### src/rtl/video_timing_pkg.sv
`default_nettype none
// ============================================================================
// video_timing_pkg : raster timing types, 640x480 defaults, total helpers
// Rev 1.0
// ============================================================================
package video_timing_pkg;

    typedef struct packed {
        int active;
        int fp;
        int sync;
        int bp;
    } timing_t;

    localparam timing_t c_h_default = '{active: 640, fp: 16, sync: 96, bp: 48};
    localparam timing_t c_v_default = '{active: 480, fp: 10, sync: 2,  bp: 33};

    function automatic int h_total(input timing_t t);
        return t.active + t.fp + t.sync + t.bp;
    endfunction

    function automatic int v_total(input timing_t t);
        return t.active + t.fp + t.sync + t.bp;
    endfunction

    // Half-open window [start, start+len); a zero length never matches.
    function automatic logic in_window(input int pos, input int start, input int len);
        return (pos >= start) && (pos < start + len);
    endfunction

endpackage
`default_nettype wire

### src/rtl/video_timing_gen_ce_div.sv
`default_nettype none
// ============================================================================
// video_ce_div : pixel clock-enable divider, cleared while run is low
// Rev 1.0
// ============================================================================
module video_ce_div #(
    parameter int CE_DIV = 4
) (
    input  logic clk_vid,
    input  logic reset_n,
    input  logic run,
    output logic ce_pix
);

    localparam int              CW     = (CE_DIV > 1) ? $clog2(CE_DIV) : 1;
    localparam logic [CW-1:0]   c_last = CW'(CE_DIV - 1);

    logic [CW-1:0] r_ce_cnt;
    logic          r_ce;

    always_ff @(posedge clk_vid or negedge reset_n) begin
        if (!reset_n) begin
            r_ce_cnt <= '0;
            r_ce     <= 1'b0;
        end else if (!run) begin
            r_ce_cnt <= '0;
            r_ce     <= 1'b0;
        end else begin
            r_ce_cnt <= (r_ce_cnt == c_last) ? '0 : r_ce_cnt + 1'b1;
            r_ce     <= (r_ce_cnt == c_last);
        end
    end

    assign ce_pix = r_ce;

endmodule
`default_nettype wire

### src/rtl/video_timing_gen.sv
`default_nettype none
// ============================================================================
// video_timing_gen : raster counters with registered sync/blank decode
// Optional macro VIDEO_SYNC_POL_EN adds hs_neg/vs_neg sync polarity inputs.
// Rev 1.0
// ============================================================================
module video_timing_gen
    import video_timing_pkg::*;
#(
    parameter int CE_DIV   = 4,
    parameter int H_ACTIVE = c_h_default.active,
    parameter int H_FP     = c_h_default.fp,
    parameter int H_SYNC   = c_h_default.sync,
    parameter int H_BP     = c_h_default.bp,
    parameter int V_ACTIVE = c_v_default.active,
    parameter int V_FP     = c_v_default.fp,
    parameter int V_SYNC   = c_v_default.sync,
    parameter int V_BP     = c_v_default.bp,
    parameter int HW       = 12,
    parameter int VW       = 11
) (
    input  logic          clk_vid,
    input  logic          reset_n,
    input  logic          run,
`ifdef VIDEO_SYNC_POL_EN
    input  logic          hs_neg,
    input  logic          vs_neg,
`endif
    output logic          ce_pix,
    output logic [HW-1:0] hcount,
    output logic [VW-1:0] vcount,
    output logic          HSync,
    output logic          VSync,
    output logic          HBlank,
    output logic          VBlank,
    output logic          frame_start
);

    localparam timing_t       c_h      = '{active: H_ACTIVE, fp: H_FP, sync: H_SYNC, bp: H_BP};
    localparam timing_t       c_v      = '{active: V_ACTIVE, fp: V_FP, sync: V_SYNC, bp: V_BP};
    localparam logic [HW-1:0] c_h_last = HW'(h_total(c_h) - 1);
    localparam logic [VW-1:0] c_v_last = VW'(v_total(c_v) - 1);

    logic [HW-1:0] r_h;
    logic [VW-1:0] r_v;
    logic          r_hs, r_vs, r_hb, r_vb;
    logic [HW-1:0] w_h_next;
    logic [VW-1:0] w_v_next;

    video_ce_div #(
        .CE_DIV (CE_DIV)
    ) u_ce_div (
        .clk_vid (clk_vid),
        .reset_n (reset_n),
        .run     (run),
        .ce_pix  (ce_pix)
    );

    always_comb begin
        w_h_next = r_h;
        w_v_next = r_v;
        if (r_h == c_h_last) begin
            w_h_next = '0;
            w_v_next = (r_v == c_v_last) ? '0 : r_v + 1'b1;
        end else begin
            w_h_next = r_h + 1'b1;
        end
    end

    // Decode from the next-state counters so flags line up with hcount/vcount.
    always_ff @(posedge clk_vid or negedge reset_n) begin
        if (!reset_n) begin
            r_h  <= '0;
            r_v  <= '0;
            r_hs <= 1'b0;
            r_vs <= 1'b0;
            r_hb <= 1'b0;
            r_vb <= 1'b0;
        end else if (!run) begin
            r_h  <= '0;
            r_v  <= '0;
            r_hs <= 1'b0;
            r_vs <= 1'b0;
            r_hb <= 1'b0;
            r_vb <= 1'b0;
        end else if (ce_pix) begin
            r_h  <= w_h_next;
            r_v  <= w_v_next;
            r_hb <= (int'(w_h_next) >= c_h.active);
            r_vb <= (int'(w_v_next) >= c_v.active);
            r_hs <= in_window(int'(w_h_next), c_h.active + c_h.fp, c_h.sync);
            r_vs <= in_window(int'(w_v_next), c_v.active + c_v.fp, c_v.sync);
        end
    end

    assign hcount      = r_h;
    assign vcount      = r_v;
    assign HBlank      = r_hb;
    assign VBlank      = r_vb;
    assign frame_start = ce_pix & (r_h == '0) & (r_v == '0);

`ifdef VIDEO_SYNC_POL_EN
    assign HSync = r_hs ^ hs_neg;
    assign VSync = r_vs ^ vs_neg;
`else
    assign HSync = r_hs;
    assign VSync = r_vs;
`endif

endmodule
`default_nettype wire
### config.mk
export PLATFORM = sky130hd
export DESIGN_NAME = video_timing_gen
export DESIGN_NICKNAME = d
export VERILOG_FILES = /design/src/rtl/video_timing_pkg.sv /design/src/rtl/video_timing_gen_ce_div.sv /design/src/rtl/video_timing_gen.sv
export SDC_FILE = /design/constraint.sdc
export NUM_CORES = 1
export LEC_CHECK = 0
export ABC_AREA = 1
export BUFFER_PORTS_ARGS = -buffer_cell sky130_fd_sc_hd__buf_2
export CORE_AREA = 10 10 83 85
export CTS_BUF_LIST = sky130_fd_sc_hd__clkbuf_8 sky130_fd_sc_hd__clkbuf_16
export CTS_CLUSTER_SIZE = 8
export DETAILED_ROUTE_END_ITERATION = 10
export DIE_AREA = 0 0 93 95
export PLACE_DENSITY_LB_ADDON = 0.12
export SYNTH_ARGS = -nofsm -noshare
export SYNTH_HDL_FRONTEND = slang
export SYNTH_SLANG_ARGS = --single-unit
### constraint.sdc
create_clock -name clk_vid -period 1.75 [get_ports clk_vid]
set_input_delay 0.0875 -clock clk_vid [delete_from_list [all_inputs] [get_ports clk_vid]]
set_output_delay 0.0875 -clock clk_vid [all_outputs]
set_load 0.05 [all_outputs]
# After elaboration in Yosys (flattened, before gate mapping)
# Index checks and enable logic that the tools add are counted.
# word_totals
ff_bits,30
wordCells,45
output_inout_bits,29
# classes
n_reduce_logical,4
bitwise,2
eq_ne,4
order_cmp,6
n_addsub,3
muxes,18
# ops
op,count
11-bit 2-to-1 mux,4
12-bit 2-to-1 mux,3
"12-bit by 10-bit >= comparator with 1-bit output, second input constant",2
"11-bit by 9-bit >= comparator with 1-bit output, second input constant",2
"12-bit by 1-bit adder with 12-bit output, second input constant",1
"12-bit by 10-bit == test with 1-bit output, second input constant",1
12-bit zero test,1
"12-bit by 10-bit < comparator with 1-bit output, second input constant",1
"11-bit by 1-bit adder with 11-bit output, second input constant",1
"11-bit by 10-bit == test with 1-bit output, second input constant",1
11-bit zero test,1
"11-bit by 9-bit < comparator with 1-bit output, second input constant",1
1-bit 2-to-1 mux,9
2-bit 2-to-1 mux,2
"2-bit by 1-bit adder with 2-bit output, second input constant",1
1-bit bitwise AND,2
"2-bit == test, second input constant",1
1-bit logical AND,2
"2-bit by 1-bit inequality test with 1-bit output, second input constant",1

# Longest topological paths before layout
# logic_depth
depth_word,7
mapped_depth,13

# By module
# From an unflattened synthesis, not the netlist that was laid out.
# hier_totals
cells_unflattened,293
hier_area_um2,2064.5
# by_module_without_submodules
mod,area_per_inst_um2,n_inst,cells_per_inst,seq_area_each_um2
video_timing_gen,1951.9,1,283,675.6
video_ce_div,112.6,1,10,75.1

# Worst setup path before layout
# OpenSTA, ideal clock, no wires.
# synth_timing
path_type,register to output
from,register r_v[0] (netlist: vcount[0])
to,output frame_start
arrival_ns,2.613
stages_incl_launch_ff,5
slack_ns,-0.951
cell_sequence,dfrtp_1 inv_1 ha_1 nand3_1 nor4_1
# synth_via
elab_chain_cells,2
# synth_rtl
element,line_no,source
start: declaration,video_timing_gen.sv:45,logic [VW-1:0] r_v;
start signal: assignment,video_timing_gen.sv:88,r_v <= w_v_next;
11-bit zero test,video_timing_gen.sv:100,assign frame_start = ce_pix & (r_h == '0) & (r_v == '0);
1-bit bitwise AND,video_timing_gen.sv:100,
end: declaration,video_timing_gen.sv:36,output logic frame_start
# Every way passes these cells.

# Final worst setup path
# layout_timing
from,register r_h[0] (netlist: hcount[0])
to,register r_v[10] (netlist: vcount[10])
# layout_via
elab_chain_cells,4
# layout_rtl
element,line_no,source
start: declaration,video_timing_gen.sv:44,logic [HW-1:0] r_h;
start signal: assignment,video_timing_gen.sv:87,r_h <= w_h_next;
12-bit by 10-bit == test with 1-bit output,video_timing_gen.sv:62,if (r_h == c_h_last) begin
11-bit 2-to-1 mux,video_timing_gen.sv:62,
11-bit 2-to-1 mux,video_timing_gen.sv:86,end else if (ce_pix) begin
11-bit 2-to-1 mux,video_timing_gen.sv:79,end else if (!run) begin
# Every way passes these cells. The select of a mux whose other input is x is not followed.
# A chain may end at the register's enable or synchronous reset.

==> results.tsv <==
stage	metric	value	unit
detailed_routing	via count	2191	
synthesis	Yosys top cell by area	dfrtp_1	
clocking	TritonCTS buffer count	5	
grt	Total GRT Usage	14.6	%
floorplan	Initial Utilization	38.2	%
timing	Hold Vio Cnt, Final	0	
synthesis	Area contributors post-synth	dfrtp_1 37%, nand2_1 15%, inv_1 6.8%, nor2_1 5.7%, nand3_1 5.6%	
synthesis	Synth Area per Inst	7.13	um^2
setup_path	Worst Setup End Kind	flip-flop	
clocking	Clock Pin Slew Worst Setup and Hold Paths	0.07	ns
clocking	H-tree depth	2	
finish	# diodes	0	
min_path	hold path endpoint	u_ce_div.ce_pix$_DFF_PN0_	
setup_path	R2R setup slack	-0.02	ns
grt	first-pass GRT wire length	10.3	mm
place	DP HPWL	4.71	mm
setup_path	Critical Path RT	1.92	ns
setup_path	Worst EP arrival	1.94	ns
clocking	CTS tree	yes	
floorplan	IO Pins	32	
floorplan	Core Region	5340	um^2
timing	Final Cycle Share	101	%
grt	grt total ovfl	0	
synthesis	synth warn	0	
finish	area grow syn2layout	34.6	%
setup_path	R2R depth	10	
power_and_ir_drop	worst vdd ir	0.000342	V
finish	Layout fillers	536	
min_path	HP Class	in -> reg	
timing	post-layout minimum cycle time	1.77	ns
finish	layout cells sized above 1	34.1	%
detailed_routing	initial DRC count	107	
detailed_routing	Vias/cell	5.20	
place	GPL Wtd Cong	0.891	
detailed_routing	DRT Wirelength	6.65	mm
timing	Final setup viols	3	
floorplan	row count	27	
run	Max Cap Violations	0	
min_path	HP Start	run	
min_path	hold path cells	3	
synthesis	Post-Syn Instances	286	
setup_path	Reg-to-Reg Start	hcount[0]$_DFFE_PN0P_	
synthesis	register area share after synthesis	36.8	%
floorplan	Die Width	93	um
clocking	clk buf depth	2	
timing	post-route setup slack	-0.0208	ns
detailed_routing	WL per Instance	15.8	um
detailed_routing	DRC viols	0	
place	Buffers on Ports	31	
place	DP Area	2410	um^2
outcome	status	finished with violations	
detailed_routing	antenna-violating nets left	0	
setup_path	CP Max Fanout	6	
finish	cell area after layout	2740	um^2
setup_path	CP Class	reg -> reg	
synthesis	Syn Nets	294	
timing	worst hold margin	0.0339	ns
setup_path	capture point of the worst reg-to-reg path	vcount[10]$_DFFE_PN0P_	
clocking	root buffer cell	clkbuf_8	
grt	initial antenna violation count	0	
timing	Slew Limit Fails	0	
timing	RSZ-0062 raised after global routing	true	
clocking	Worst-Skew Late Latency	0.28	ns
timing	Setup Skew	0.00373	ns
grt	vias in the first global route	2113	
power_and_ir_drop	P_leak	1.40	nW
timing	Worst-Margin Slew	0.749	ns
timing	fmax	565	MHz
grt	largest net degree at the start of global routing	31	
synthesis	number of synthesized register bits	30	
power_and_ir_drop	Cell Pwr Density	498	nW/um^2
setup_path	crit start category	flip-flop	
floorplan	die area	8840	um^2
finish	layout net count	356	
detailed_routing	Pre-antenna DRT Iters	4	
outcome	failing checks	negative setup slack	
clocking	TritonCTS Sinks	30	
synthesis	Synth cell types	29	
synthesis	Synth Cell Area	2040	um^2
timing	max_slew headroom	50.0	%
floorplan	Die Ht	95	um
synthesis	area share of the largest cell type after synthesis	36.8	%
## worst max-delay path by stage
stage / to / start / cells after the start / slack [ns]
2_1_floorplan: VBlank$_DFFE_PN0P_ / hcount[0]$_DFFE_PN0P_ / 12 / -0.002
3_3_place_gp: VSync$_DFFE_PN0P_ / hcount[1]$_DFFE_PN0P_ / 11 / 0.01
3_5_place_dp: VSync$_DFFE_PN0P_ / hcount[1]$_DFFE_PN0P_ / 11 / 0.01
4_1_cts: VSync$_DFFE_PN0P_ / hcount[1]$_DFFE_PN0P_ / 11 / 0.001
5_1_grt: VSync$_DFFE_PN0P_ / hcount[0]$_DFFE_PN0P_ / 13 / -0.11
6_report: vcount[10]$_DFFE_PN0P_ / hcount[0]$_DFFE_PN0P_ / 10 / -0.02
## metrics by stage
| step | instances | power [mW] | utilization, % | setup slack [ns] | TNS, ns |
|---|---|---|---|---|---|
| 2_1_floorplan | 286 | 0.752 | - | -0.00157 | -0.00237 |
| 3_3_place_gp | 398 | 0.789 | 45.2 | 0.0120 | 0 |
| 3_5_place_dp | 398 | 0.790 | 45.2 | 0.0145 | 0 |
| 4_1_cts | 408 | 1.39 | 48.2 | 0.00113 | 0 |
| 5_1_grt | 421 | 1.43 | 51.4 | -0.114 | -0.599 |
| 6_report | 421 | 1.37 | 51.4 | -0.0208 | -0.0517 |
## sequential cells by signal, summed over array words and instances, names as in the netlist
register / count
HBlank: 1
HSync: 1
VBlank: 1
VSync: 1
hcount: 12
u_ce_div.ce_pix: 1
u_ce_div.r_ce_cnt: 2
vcount: 11
## per-layer routing
metal  track usage (%)  wire length (um)  vias to the layer above
li1                  -                 -                     1068
met1              16.1              2720                     1029
met2              25.4              3280                       71
met3              3.89               417                       23
met4              7.33               229                        0
met5                 0                 0                        -
## worst max-delay path, cell delays in order (launching register included)
cell	delay [ns]
dfrtp_2	0.40
ha_4	0.16
nand2_4	0.07
nor2_4	0.20
nand3_4	0.12
nor2_8	0.18
buf_6	0.14
nand3_2	0.07
nand2_2	0.07
inv_2	0.04
o22ai_1	0.20
## final cells by class
class	count	area (um^2)	area share, %
sequential	30	766	27.9
multi-input combinational	213	1270	46.2
timing repair buffer	58	378	13.8
tap	72	90.1	3.28
clock inverter	2	8.76	0.319
inverter	40	150	5.47
clock buffer	6	82.6	3.01
## placed cells by master (no fill, tap or decap), drive strengths merged
cell         instances
dlygate4sd3          1
xnor2                1
nor4                 2
o21ai               12
nand2               88
clkbuf               6
nor2                36
xor2                 8
inv                 40
nand3               25
clkinv               2
buf                 57
o22ai               18
nand3b               1
nor3                 7
a22o                 1
nand4                9
dfrtp               30
ha                   5
## report_power, final
group	switching, mW	leakage [nW]	internal [mW]	total (mW)
clock network	0.271	0.0524	0.311	0.582
logic	0.0560	0.952	0.0222	0.0782
registers	0.00458	0.397	0.701	0.705
## what timing repair did
action / CTS / global route
cloned: 0 / 1
hold buffers: 1 / 0
resized for setup: 12 / 24
hold endpoints to repair: 30 / 0
setup endpoints to repair: 3 / 6
pin swaps: 5 / 10
setup buffers: 1 / 12
## cells in the mapped netlist
cell type	instances
dfrtp_1	30
xor2_1	8
o21ai_1	2
xnor2_1	1
inv_1	37
o21ai_2	1
nand4_1	7
nor3_1	5
o22ai_1	18
nand2_2	5
nand3b_1	1
clkbuf_1	3
ha_1	5
inv_2	2
nor2_8	1
clkinv_1	1
nand3_4	1
buf_4	1
o21ai_0	9
nand4_4	1
nand3_1	23
nor2_4	3
a22o_1	1
nand3_2	1
nor2_2	1
nor2_1	31
nor3_2	2
nor4_1	2
nand2_1	83
## cells by family after synthesis
group / synth area share (%)
simple gates: 38.9
flops: 36.8
xor+xnor: 3.87
buf+inv: 8.29
fa+ha+maj: 3.07
compound gates: 9.09
(Power assumes the default switching activity.)
